`config.mk`:
```
export PLATFORM = sky130hd
export DESIGN_NAME = async_fifo_wptr_full
export DESIGN_NICKNAME = d
export VERILOG_FILES = /design/src/rtl/async_fifo_pkg.sv /design/src/rtl/async_fifo_wptr_full_gray_ptr_counter.sv /design/src/rtl/async_fifo_wptr_full.sv
export SDC_FILE = /design/constraint.sdc
export NUM_CORES = 1
export LEC_CHECK = 0
export BUFFER_PORTS_ARGS = -buffer_cell sky130_fd_sc_hd__buf_2
export CAP_MARGIN = 20
export CELL_PAD_IN_SITES_DETAIL_PLACEMENT = 1
export CELL_PAD_IN_SITES_GLOBAL_PLACEMENT = 1
export CORE_MARGIN = 1
export CORE_UTILIZATION = 39
export CTS_CLUSTER_DIAMETER = 40
export DETAILED_ROUTE_END_ITERATION = 12
export PLACE_DENSITY = 0.78
export REMOVE_ABC_BUFFERS = 1
export SYNTH_ARGS = -nofsm -noshare
export SYNTH_HDL_FRONTEND = slang
export SYNTH_HIERARCHICAL = 1
export SYNTH_SLANG_ARGS = --single-unit
```
`constraint.sdc`:
```
create_clock -name clk -period 3.54 [get_ports clk]
set_input_delay 0 -clock clk [delete_from_list [all_inputs] [get_ports clk]]
set_output_delay 0 -clock clk [all_outputs]
set_load 0.05 [all_outputs]
```
`src/rtl/async_fifo_pkg.sv`:
```
// Shared helpers for the asynchronous FIFO pointer blocks (write and read side).
// Gray/binary conversion works on a wide fixed-size pointer type; callers
// zero-extend narrower pointers into it and take back the low bits.
package async_fifo_pkg;

    localparam int unsigned PtrMaxW = 32;

    typedef logic [PtrMaxW-1:0] ptr_t;

    // Number of FIFO slots for a given address width.
    function automatic int unsigned depth_of(input int unsigned addr_width);
        return 32'd1 << addr_width;
    endfunction

    function automatic ptr_t bin2gray(input ptr_t b);
        return b ^ (b >> 1);
    endfunction

    // Zero-extension is harmless: leading zeros do not change the lower bits.
    function automatic ptr_t gray2bin(input ptr_t g);
        ptr_t b;
        b = '0;
        b[PtrMaxW-1] = g[PtrMaxW-1];
        for (int i = PtrMaxW - 2; i >= 0; i--) begin
            b[i] = b[i+1] ^ g[i];
        end
        return b;
    endfunction

endpackage

```
`src/rtl/async_fifo_wptr_full_gray_ptr_counter.sv`:
```
// Binary pointer with a registered Gray copy for clock-domain crossing.
// Shared by the write-pointer/full and read-pointer/empty blocks.
module gray_ptr_counter
    import async_fifo_pkg::*;
#(
    parameter int unsigned WIDTH = 4
) (
    input  logic             clk,
    input  logic             arst_n,
    input  logic             inc,
    input  logic             en,
    output logic [WIDTH-1:0] bin,
    output logic [WIDTH-1:0] bin_next,
    output logic [WIDTH-1:0] gray
);

    logic [WIDTH-1:0] bin_q;
    logic [WIDTH-1:0] gray_q;
    logic [WIDTH-1:0] gray_d;
    ptr_t             gray_wide;

    // Next binary pointer and its Gray encoding; wraps modulo 2**WIDTH.
    always_comb begin
        bin_next  = bin_q + {{(WIDTH-1){1'b0}}, inc & en};
        gray_wide = bin2gray(ptr_t'(bin_next));
        gray_d    = gray_wide[WIDTH-1:0];
    end

    // Pointer state; Gray output comes straight from a flop so it is glitch-free.
    always_ff @(posedge clk) begin
        if (!arst_n) begin
            bin_q  <= '0;
            gray_q <= '0;
        end else begin
            bin_q  <= bin_next;
            gray_q <= gray_d;
        end
    end

    assign bin  = bin_q;
    assign gray = gray_q;

endmodule

```
`src/rtl/async_fifo_wptr_full.sv`:
```
// Write-domain pointer, full/almost-full, fill level and sticky overflow
// generation for the asynchronous FIFO.
module async_fifo_wptr_full
    import async_fifo_pkg::*;
#(
    parameter int unsigned ADDR_WIDTH = 3,
    parameter int unsigned AF_MARGIN  = 2
) (
    input  logic                  clk,
    input  logic                  arst_n,
    input  logic                  winc,
    input  logic [ADDR_WIDTH:0]   wq2_rptr,
    input  logic                  woverflow_clr,
    output logic [ADDR_WIDTH-1:0] waddr,
    output logic                  wen,
    output logic [ADDR_WIDTH:0]   wptr,
    output logic                  wfull,
    output logic                  walmost_full,
    output logic [ADDR_WIDTH:0]   wlevel,
    output logic                  woverflow
);

    localparam int unsigned AW    = ADDR_WIDTH;
    localparam int unsigned PW    = ADDR_WIDTH + 1;
    localparam int unsigned Depth = depth_of(ADDR_WIDTH);
    localparam logic [PW-1:0] AfThresh = PW'(Depth - AF_MARGIN);

    logic [PW-1:0] wbin;
    logic [PW-1:0] wbin_next;
    logic [PW-1:0] wgray_next;
    logic [PW-1:0] rbin_sync;
    logic [PW-1:0] full_cmp;
    ptr_t          wgray_wide;
    ptr_t          rbin_wide;

    logic          wfull_q, wfull_d;
    logic          walmost_full_q, walmost_full_d;
    logic [PW-1:0] wlevel_q, wlevel_d;
    logic          woverflow_q, woverflow_d;

    gray_ptr_counter #(
        .WIDTH (PW)
    ) u_wptr (
        .clk      (clk),
        .arst_n   (arst_n),
        .inc      (winc),
        .en       (!wfull_q),
        .bin      (wbin),
        .bin_next (wbin_next),
        .gray     (wptr)
    );

    // Flag and level next-state; pending push and read-pointer advance are
    // folded together so they cancel cleanly.
    always_comb begin
        wgray_wide = bin2gray(ptr_t'(wbin_next));
        wgray_next = wgray_wide[PW-1:0];
        rbin_wide  = gray2bin(ptr_t'(wq2_rptr));
        rbin_sync  = rbin_wide[PW-1:0];
        // Full when write pointer is one lap ahead: top two Gray bits inverted.
        full_cmp   = {~wq2_rptr[AW:AW-1], wq2_rptr[AW-2:0]};

        wfull_d        = (wgray_next == full_cmp);
        wlevel_d       = wbin_next - rbin_sync;
        walmost_full_d = (wlevel_d >= AfThresh);

        // Set has priority over clear.
        woverflow_d = woverflow_q;
        if (woverflow_clr) begin
            woverflow_d = 1'b0;
        end
        if (winc && wfull_q) begin
            woverflow_d = 1'b1;
        end
    end

    // Registered status flags and level.
    always_ff @(posedge clk) begin
        if (!arst_n) begin
            wfull_q        <= 1'b0;
            walmost_full_q <= 1'b0;
            wlevel_q       <= '0;
            woverflow_q    <= 1'b0;
        end else begin
            wfull_q        <= wfull_d;
            walmost_full_q <= walmost_full_d;
            wlevel_q       <= wlevel_d;
            woverflow_q    <= woverflow_d;
        end
    end

    assign waddr        = wbin[AW-1:0];
    assign wen          = winc && !wfull_q;
    assign wfull        = wfull_q;
    assign walmost_full = walmost_full_q;
    assign wlevel       = wlevel_q;
    assign woverflow    = woverflow_q;

endmodule

```
==> impl_metrics.toml, run 1 <==
[setup_path]
crit_path_start_kind = "register"
critPathArrivalTime_ps = 2750
critPathRequiredTime_ps = 3740
cp.buffers_inverters = 1
crit_chain = "inv_1 -> and2_1 -> ha_1 -> ha_1 -> xor2_2 -> ha_1 -> and3b_1 -> or4b_1 -> o211ai_1"
slowest_stage = "or4b_1"
path_max_fanout = 6
worstSetupPathType = "register to register"
max_stage_delay_ps = 480
crit_path_frequent_cell = "ha_1"
worst_path_dominant_cell_family = "simple AND/OR/NAND/NOR gates"
cp-end-kind = "register"

[floorplanning]
num_io_pins = 23
die_area_um2 = 2034
die_h_um = 45.10
fp.dieW_um = 45.10
row_count = 15
placeableCoreArea_um2 = 1727
initial_core_util_pct = 41.96

[finish]
final_area_um2 = 883.3
diodes = 0
syn_to_final_growth_pct = 21.93
fin_util_pct = 51.16
nNetsFinal = 113
nFillCells = 224
drive_above_1_share_pct = 29.90

[timing]
slew_viol_final = 0
period_share_pct = 72.08
setup_viol = 0
slew-limit-headroom_pct = 71.51
tightest_slew_ps = 427.3
final_hold_viol_count = 0
period_needed_ps = 2552
clock.fmax_ghz = 0.3919
finClkSkew_ps = 3.251
timing.setup.tns_ps = 0
rsz0062_at_grt = "false"

[clock_tree]
holdBufCountCts = 1
cts.sinks = 14
clk_latency_ps = 260
cts_tree = "yes"
ctsResizeCount = 0
htreeDepth = 1
clkSlewWorstSetupHoldPaths_ps = 80
postCtsSetupBuffers = 0
cts_buffers = 3
cts.path.max_buffers = 2
root_buffer = "clkbuf_4"

[place]
port_buffers = 22
dp_hpwl_mm = 1.132
placed_cell_area_um2 = 850.8
gp_congestion = 0.7287

[routing]
via_count = 548
drt_wl_total_mm = 1.441
final_antenna_net_count = 0
drt_iter0_markers = 2
vias_per_cell = 4.492
wl_per_cell_um = 11.81
firstDrtPassIters = 3
drc = 0

[global_routing]
grt_max_degree = 13
grt_pass1_vias = 531
grt_pass1_wl_mm = 2.311
grtUsageTotal_pct = 15.89
grt.overflow.total = 0
antenna_found_initial = 0

[synthesis]
syn_area_um2 = 724.4
synthMostInstantiatedCell = "dfxtp_1"
avgSynthCellArea_um2 = 9.924
ys_seq_area_share_pct = 38.69
synth-edff-count = 0
yosysWarnings = 6
synth_seq_cells = 14
yosys.cell_types.count = 23
synthFlopType = "dfxtp_1"
yosys.area.top_type = "dfxtp_1"
ys_top_cells_by_count = "dfxtp_1, and2_1, xnor2_1"
synthArstFlopShare_pct = 0
netlist_top_cells_area = "dfxtp_1, ha_1, xnor2_1, xor2_1, and2_1"
synth_top_cell_area_share_pct = 38.69
syn_inst = 73

[job]
cap_violations = 0

[worst_hold_path]
hold_class = "primary input to register"

[power]
vdd_ir_drop_max_v = 0.0002199
power.leakage_uw = 0.0004331
power.density_nw_per_um2 = 544.4

[run_status]
outcome = "completed"
==> state kept, by name, indices dropped and copies added, names as in the netlist <==
signal	count
u_wptr/gray	3
woverflow	1
wfull	1
walmost_full	1
u_wptr/bin	4
wlevel	4
==> layout make-up <==
| type | count | area (um2) | share of cell area (%) |
|---|---|---|---|
| multi-input cells | 52 | 410.4 | 46.46 |
| repair buffers | 23 | 120.1 | 13.60 |
| well taps | 25 | 31.28 | 3.541 |
| clock buffers | 3 | 22.52 | 2.550 |
| inverters | 5 | 18.77 | 2.125 |
| flip-flops and latches | 14 | 280.3 | 31.73 |
==> worst min-delay path: cells and delay by family <==
kind | cells | cell delay (ps)
buf+inv | 1 | 110
simple gates | 1 | 70
compound gates | 1 | 60
==> placed cells by master (no fill, tap or decap) <==
cell type / instances
a21oi_1: 3
a211o_1: 1
nand2_1: 4
o21ai_0: 1
xnor2_1: 7
nor2_1: 2
buf_2: 22
or4b_1: 1
o211ai_1: 1
xor2_1: 6
nand3_1: 4
dlygate4sd3_1: 1
ha_1: 5
nor2b_1: 2
inv_1: 4
and2_2: 1
and3b_1: 2
a2111oi_2: 1
fa_1: 1
dfxtp_1: 14
and2_1: 8
inv_2: 1
clkbuf_4: 3
nand2b_1: 1
xor2_2: 1
==> cells by family (layout without fill, tap and decap cells) <==
| group | count (synthesis) | count (layout) | share of synthesized area (%) |
|---|---|---|---|
| compound gates | 7 | 7 | 7.080 |
| xor+xnor | 14 | 14 | 17.96 |
| fa+ha+maj | 6 | 6 | 11.40 |
| buf+inv | 7 | 31 | 4.662 |
| flops | 14 | 14 | 38.69 |
| simple gates | 25 | 25 | 20.21 |
==> power by group <==
part | switching (uW) | internal (uW) | leakage (uW)
combinational | 145 | 64.9 | 0.000304
clock | 45.0 | 39.2 | 0.0000138
sequential | 6.64 | 180 | 0.000115
==> metal layers <==
| layer | GRT usage [%] | part of all wire (%) | wire length, um |
|---|---|---|---|
| met5 | 0 | 0 | 0 |
| met4 | 7.273 | 0.97 | 14 |
| met3 | 2.400 | 2.6 | 38 |
| met2 | 26.38 | 49 | 708 |
| met1 | 20.15 | 47 | 681 |
==> per-stage QoR <==
stage | worst slack [ps] | hold WS (ps) | total power, uW | cells
after floorplan | 841.0 | 121.7 | 353.9 | 71
after global placement | 1117 | 269.6 | 394.9 | 118
after detailed placement | 1024 | 280.9 | 400.5 | 118
after CTS | 990.1 | 11.42 | 486.4 | 122
after global routing | 818.9 | 18.92 | 512.1 | 122
final | 988.5 | 21.18 | 480.9 | 122
==> worst paths after layout <==
check                               start            to  slack, ps  cells past startpoint
worst min register to register  woverflow     woverflow        480                      2
worst max register to register      wfull  walmost_full        990                      9
worst max-delay path                wfull  walmost_full        990                      9
worst min-delay path                 winc     woverflow         20                      3
No activity file was read; power rests on OpenSTA's default activity.
==> run 2, diff against run 1 <==
Settings changed: CORE_UTILIZATION 39 to 36, PLACE_DENSITY 0.78 to 0.73.
Clock period 3.54 ns to 2.5 ns, I/O delays scaled along.
==> impl_metrics.toml, run 2 (synthesis gave the netlist of run 1 again) <==
[floorplanning]
die_area_um2 = 2196
num_io_pins = 23
die_h_um = 46.86
initial_core_util_pct = 40.21
placeableCoreArea_um2 = 1802
row_count = 15
fp.dieW_um = 46.86

[place]
dp_hpwl_mm = 1.142
dpl_worst_slack_ps = 104.2
port_buffers = 22
gp_congestion = 0.8101

[timing]
rsz0062_at_grt = "false"
final_hold_viol_count = 0
slew-limit-headroom_pct = 73.59
setup_viol = 0
clock.fmax_ghz = 0.4202
tightest_slew_ps = 394.7
slew_viol_final = 0
period_share_pct = 95.19
finClkSkew_ps = 1.422
timing.setup.tns_ps = 0
setup_slack_ps = 120.3
period_needed_ps = 2380

[routing]
vias_per_cell = 4.640
wl_per_cell_um = 11.46
via_count = 580
firstDrtPassIters = 4
drt_iter0_markers = 11
final_antenna_net_count = 0
drc = 0
drt_wl_total_mm = 1.432

[run_status]
outcome = "completed"

[setup_path]
r2r-end = "walmost_full"
r2r_cells = 9
cp-end-kind = "register"
crit_start = "wfull"
regToRegStartpoint = "wfull"
critPathRequiredTime_ps = 2690
path_max_fanout = 4
critPathArrivalTime_ps = 2570
crit_end = "walmost_full"
crit_path_start_kind = "register"
r2r_slack_ps = 120
worstSetupPathType = "register to register"

[clock_tree]
postCtsSetupBuffers = 0
clkSlewWorstSetupHoldPaths_ps = 80
cts_tree = "yes"
root_buffer = "clkbuf_4"
clk_latency_ps = 270
htreeDepth = 1
cts.path.max_buffers = 2
cts_buffers = 3
cts.sinks = 14

[job]
cap_violations = 0

[finish]
final_common_cell = "buf_2"
drive_above_1_share_pct = 32.00
nNetsFinal = 116
mostFrequentLayoutCells = "buf_2, dfxtp_1, and2_1"
syn_to_final_growth_pct = 25.73
diodes = 0
fin_util_pct = 50.56
nFillCells = 234

[global_routing]
grt_max_degree = 13
grt_pass1_wl_mm = 2.249
grtUsageTotal_pct = 15.43
grt.overflow.total = 0
grt_pass1_vias = 550
antenna_found_initial = 0

[worst_hold_path]
hold_class = "primary input to register"

[power]
vdd_ir_drop_max_v = 0.0003561
power.leakage_uw = 0.0004479
power.density_nw_per_um2 = 753.6
run 2: cell types whose count changed in the layout (fill, tap and decap cells not counted), sizes merged:
cell,previous run,this run
buf,22,24
dlygate4sd3,1,2
run 2: stage by stage:
step	std cells	hold slack [ps]	power, uW	instance area [um2]
6_report	125	38.64	686.4	910.9
5_1_grt	125	56.76	735.9	910.9
4_1_cts	125	27.38	698.1	908.4
3_5_place_dp	120	269.6	570.2	865.8
3_3_place_gp	120	266.7	565.3	865.8
2_1_floorplan	71	121.7	501.2	709.4
run 2: area by class of cell:
cell class,instances,area [um2],share of cell area [%]
clock buffer,3,22.52,2.473
inverter,5,18.77,2.060
multi-input combinational,52,412.9,45.33
sequential,14,280.3,30.77
tap,25,31.28,3.434
timing repair buffer,26,145.1,15.93
run 2: how the worst min path moves through the flow:
stage	from	cells after the start	to
finish	wq2_rptr[0]	3	wfull
global route	wq2_rptr[0]	3	wfull
CTS	wq2_rptr[0]	3	wfull
detailed placement	woverflow_clr	3	woverflow
global placement	woverflow_clr	3	woverflow
floorplan	arst_n	1	u_wptr/bin[3]
run 2: routing by layer:
layer / part of all wire, % / track usage, %
met1: 45 / 17.02
met2: 50 / 26.39
met3: 3.2 / 2.308
met4: 1.5 / 12.00
met5: 0 / 0
run 2: worst max-delay path, cell delays in order (launching register included):
cell	delay, ps
dfxtp_1	370
inv_1	40
and2_1	130
ha_1	210
ha_2	210
xor2_2	180
ha_1	340
and3b_1	210
or4b_1	500
o211ai_1	120
run 2: timing repair:
item	4_1_cts	5_1_grt
endpoints found under the hold margin	1	0
setup endpoints to repair	0	2
hold buffers	2	0
resized for setup	0	1
run 2: report_power, final:
group          total (uW)  internal, uW  switching (uW)
sequential            264           255            9.21
combinational         299          94.8             205
clock                 123          55.7            67.3
==> run 3, diff against run 2 <==
--- a/config.mk
+++ b/config.mk
@@ -12,6 +12,6 @@
 export CORE_MARGIN = 1
-export CORE_UTILIZATION = 36
+export CORE_UTILIZATION = 34
 export CTS_CLUSTER_DIAMETER = 40
 export DETAILED_ROUTE_END_ITERATION = 12
-export PLACE_DENSITY = 0.73
+export PLACE_DENSITY = 0.71
 export REMOVE_ABC_BUFFERS = 1
@@ -19,3 +19,2 @@
 export SYNTH_HDL_FRONTEND = slang
-export SYNTH_HIERARCHICAL = 1
 export SYNTH_SLANG_ARGS = --single-unit
==> constraint.sdc (replaced) <==
create_clock -name clk -period 2.5 [get_ports clk]
set_input_delay 0.125 -clock clk [delete_from_list [all_inputs] [get_ports clk]]
set_output_delay 0.125 -clock clk [all_outputs]
set_load 0.05 [all_outputs]
==> impl_metrics.toml, run 3 <==
[run_status]
outcome = "completed"

[floorplanning]
fp.dieW_um = 45.45
num_io_pins = 23
initial_core_util_pct = 36.77
row_count = 15
die_area_um2 = 2066
placeableCoreArea_um2 = 1745
die_h_um = 45.45

[global_routing]
grtUsageTotal_pct = 15.36
grt_pass1_wl_mm = 2.063
grt_max_degree = 9
grt_pass1_vias = 467
grt.overflow.total = 0
antenna_found_initial = 0

[worst_hold_path]
hold_class = "primary input to register"

[clock_tree]
cts_buffers = 3
cts.sinks = 14
cts.path.max_buffers = 2
cts_tree = "yes"
clkSlewWorstSetupHoldPaths_ps = 80
holdBufCountCts = 0
ctsResizeCount = 0
clk_latency_ps = 270
htreeDepth = 1
root_buffer = "clkbuf_4"
postCtsSetupBuffers = 0

[routing]
final_antenna_net_count = 0
via_count = 487
drc = 0
firstDrtPassIters = 2
drt_iter0_markers = 3
wl_per_cell_um = 10.87
vias_per_cell = 4.198
drt_wl_total_mm = 1.261

[finish]
final_area_um2 = 819.5
syn_to_final_growth_pct = 27.68
mostFrequentLayoutCells = "buf_2, dfxtp_1, xor2_1, xnor2_1, nor2_1"
diodes = 0
final_common_cell = "buf_2"
nNetsFinal = 106
finalNonFillerCells = 116
drive_above_1_share_pct = 28.57

[synthesis]
synth_seq_cells = 14
ys_seq_area_share_pct = 43.66
synthFlopType = "dfxtp_1"
synth-edff-count = 0
synthMostInstantiatedCell = "dfxtp_1"
syn_inst = 65
ys_top_cells_by_count = "dfxtp_1, xnor2_1, xor2_1"
yosys.area.top_type = "dfxtp_1"
avgSynthCellArea_um2 = 9.875
netlist_top_cells_area = "dfxtp_1, xnor2_1, xor2_1, ha_1, nor2_1"
yosys.cell_types.count = 16
synth_top_cell_area_share_pct = 43.66
syn_area_um2 = 641.9
synthArstFlopShare_pct = 0
yosysWarnings = 0

[setup_path]
path_max_fanout = 4
crit_chain = "nor2b_1 -> ha_1 -> ha_1 -> inv_1 -> fa_1 -> xor2_1 -> nor2_1 -> a22o_1"
critPathRequiredTime_ps = 2670
crit_path_frequent_cell = "ha_1"
worstSetupPathType = "register to register"
slowest_stage = "fa_1"
critPathArrivalTime_ps = 2290
worst_path_dominant_cell_family = "adder cells"
cp-end-kind = "register"
crit_path_start_kind = "register"
max_stage_delay_ps = 430
cp.buffers_inverters = 1

[place]
placed_cell_area_um2 = 783.3
port_buffers = 22
dp_hpwl_mm = 1.068
dp.cells = 112
gp_congestion = 0.7386

[power]
sequentialPowerShare_pct = 36.8
p_int_uw = 432.2
power.density_nw_per_um2 = 875.1
pwr-share-clk_pct = 22.4
switchingPower_uw = 285.0
p_comb_share_pct = 40.7
vdd_ir_drop_max_v = 0.0002863
finalPower_uw = 717.2
power.leakage_uw = 0.0004251
p_sw_share_pct = 39.74

[timing]
period_needed_ps = 2122
final_hold_viol_count = 0
slew-limit-headroom_pct = 79.74
finClkSkew_ps = 3.406
slew_viol_final = 0
period_share_pct = 84.89
tightest_slew_ps = 302.9
clock.fmax_ghz = 0.4712
setup_viol = 0
rsz0062_at_grt = "false"

[job]
cap_violations = 0
==> run 3: metal layers <==
metal / global-route usage [%] / routed length, um
met1: 18.09 / 540
met2: 23.43 / 656
met3: 4.762 / 40
met4: 10.91 / 24
met5: 0 / 0
==> run 3: power groups by stage <==
stage               logic (uW)  clock network [uW]  registers (uW)
floorplan                  113                   0             387
finish                     292                 161             264
global placement           290                   0             269
detailed placement         296                   0             270
global route               318                 183             268
CTS                        297                 169             265
==> run 3: cell type report <==
cell class | count | area [um2]
Fill cell | 224 | 925.9
Multi-Input combinational cell | 45 | 339.1
Sequential cell | 14 | 280.3
Timing Repair Buffer | 22 | 110.1
Clock buffer | 4 | 36.28
Tap cell | 25 | 31.28
Inverter | 6 | 22.52
==> run 3: logic make-up (layout without fill, tap and decap cells) <==
family	count (synthesis)	in the layout	synth area share, %
AO/OA/AOI/OAI	4	4	4.094
flip-flops	14	14	43.66
buffers and inverters	6	32	3.509
XOR/XNOR	16	16	21.83
adder cells (fa/ha/maj)	6	6	12.87
AND/OR/NAND/NOR	19	19	14.04
==> run 3: worst register-to-register path: stages, from the launching register on <==
cell and delay (ps):
dfxtp_1 350, nor2b_1 60, ha_1 210, ha_1 380, inv_1 100, fa_1 430
xor2_1 150, nor2_1 90, a22o_1 240
==> run 3: worst paths after layout <==
kind,slack (ps),cells past startpoint,from,endpoint
setup / recovery,380,8,wfull,walmost_full
hold / removal,110,3,woverflow_clr,woverflow
setup reg to reg,380,8,wfull,walmost_full
hold reg to reg,470,2,woverflow,woverflow
==> run 3: per-stage QoR <==
step | hold WS [ps] | TNS (ps) | setup slack (ps) | util (%)
after floorplan | 246.7 | -999.3 | -363.6 | -
after global placement | 390.6 | 0 | 383.2 | 44.87
after detailed placement | 397.7 | 0 | 353.8 | 44.87
after CTS | 94.24 | 0 | 339.2 | 46.95
after global routing | 88.02 | 0 | 216.4 | 46.95
final | 105.9 | 0 | 377.8 | 46.95
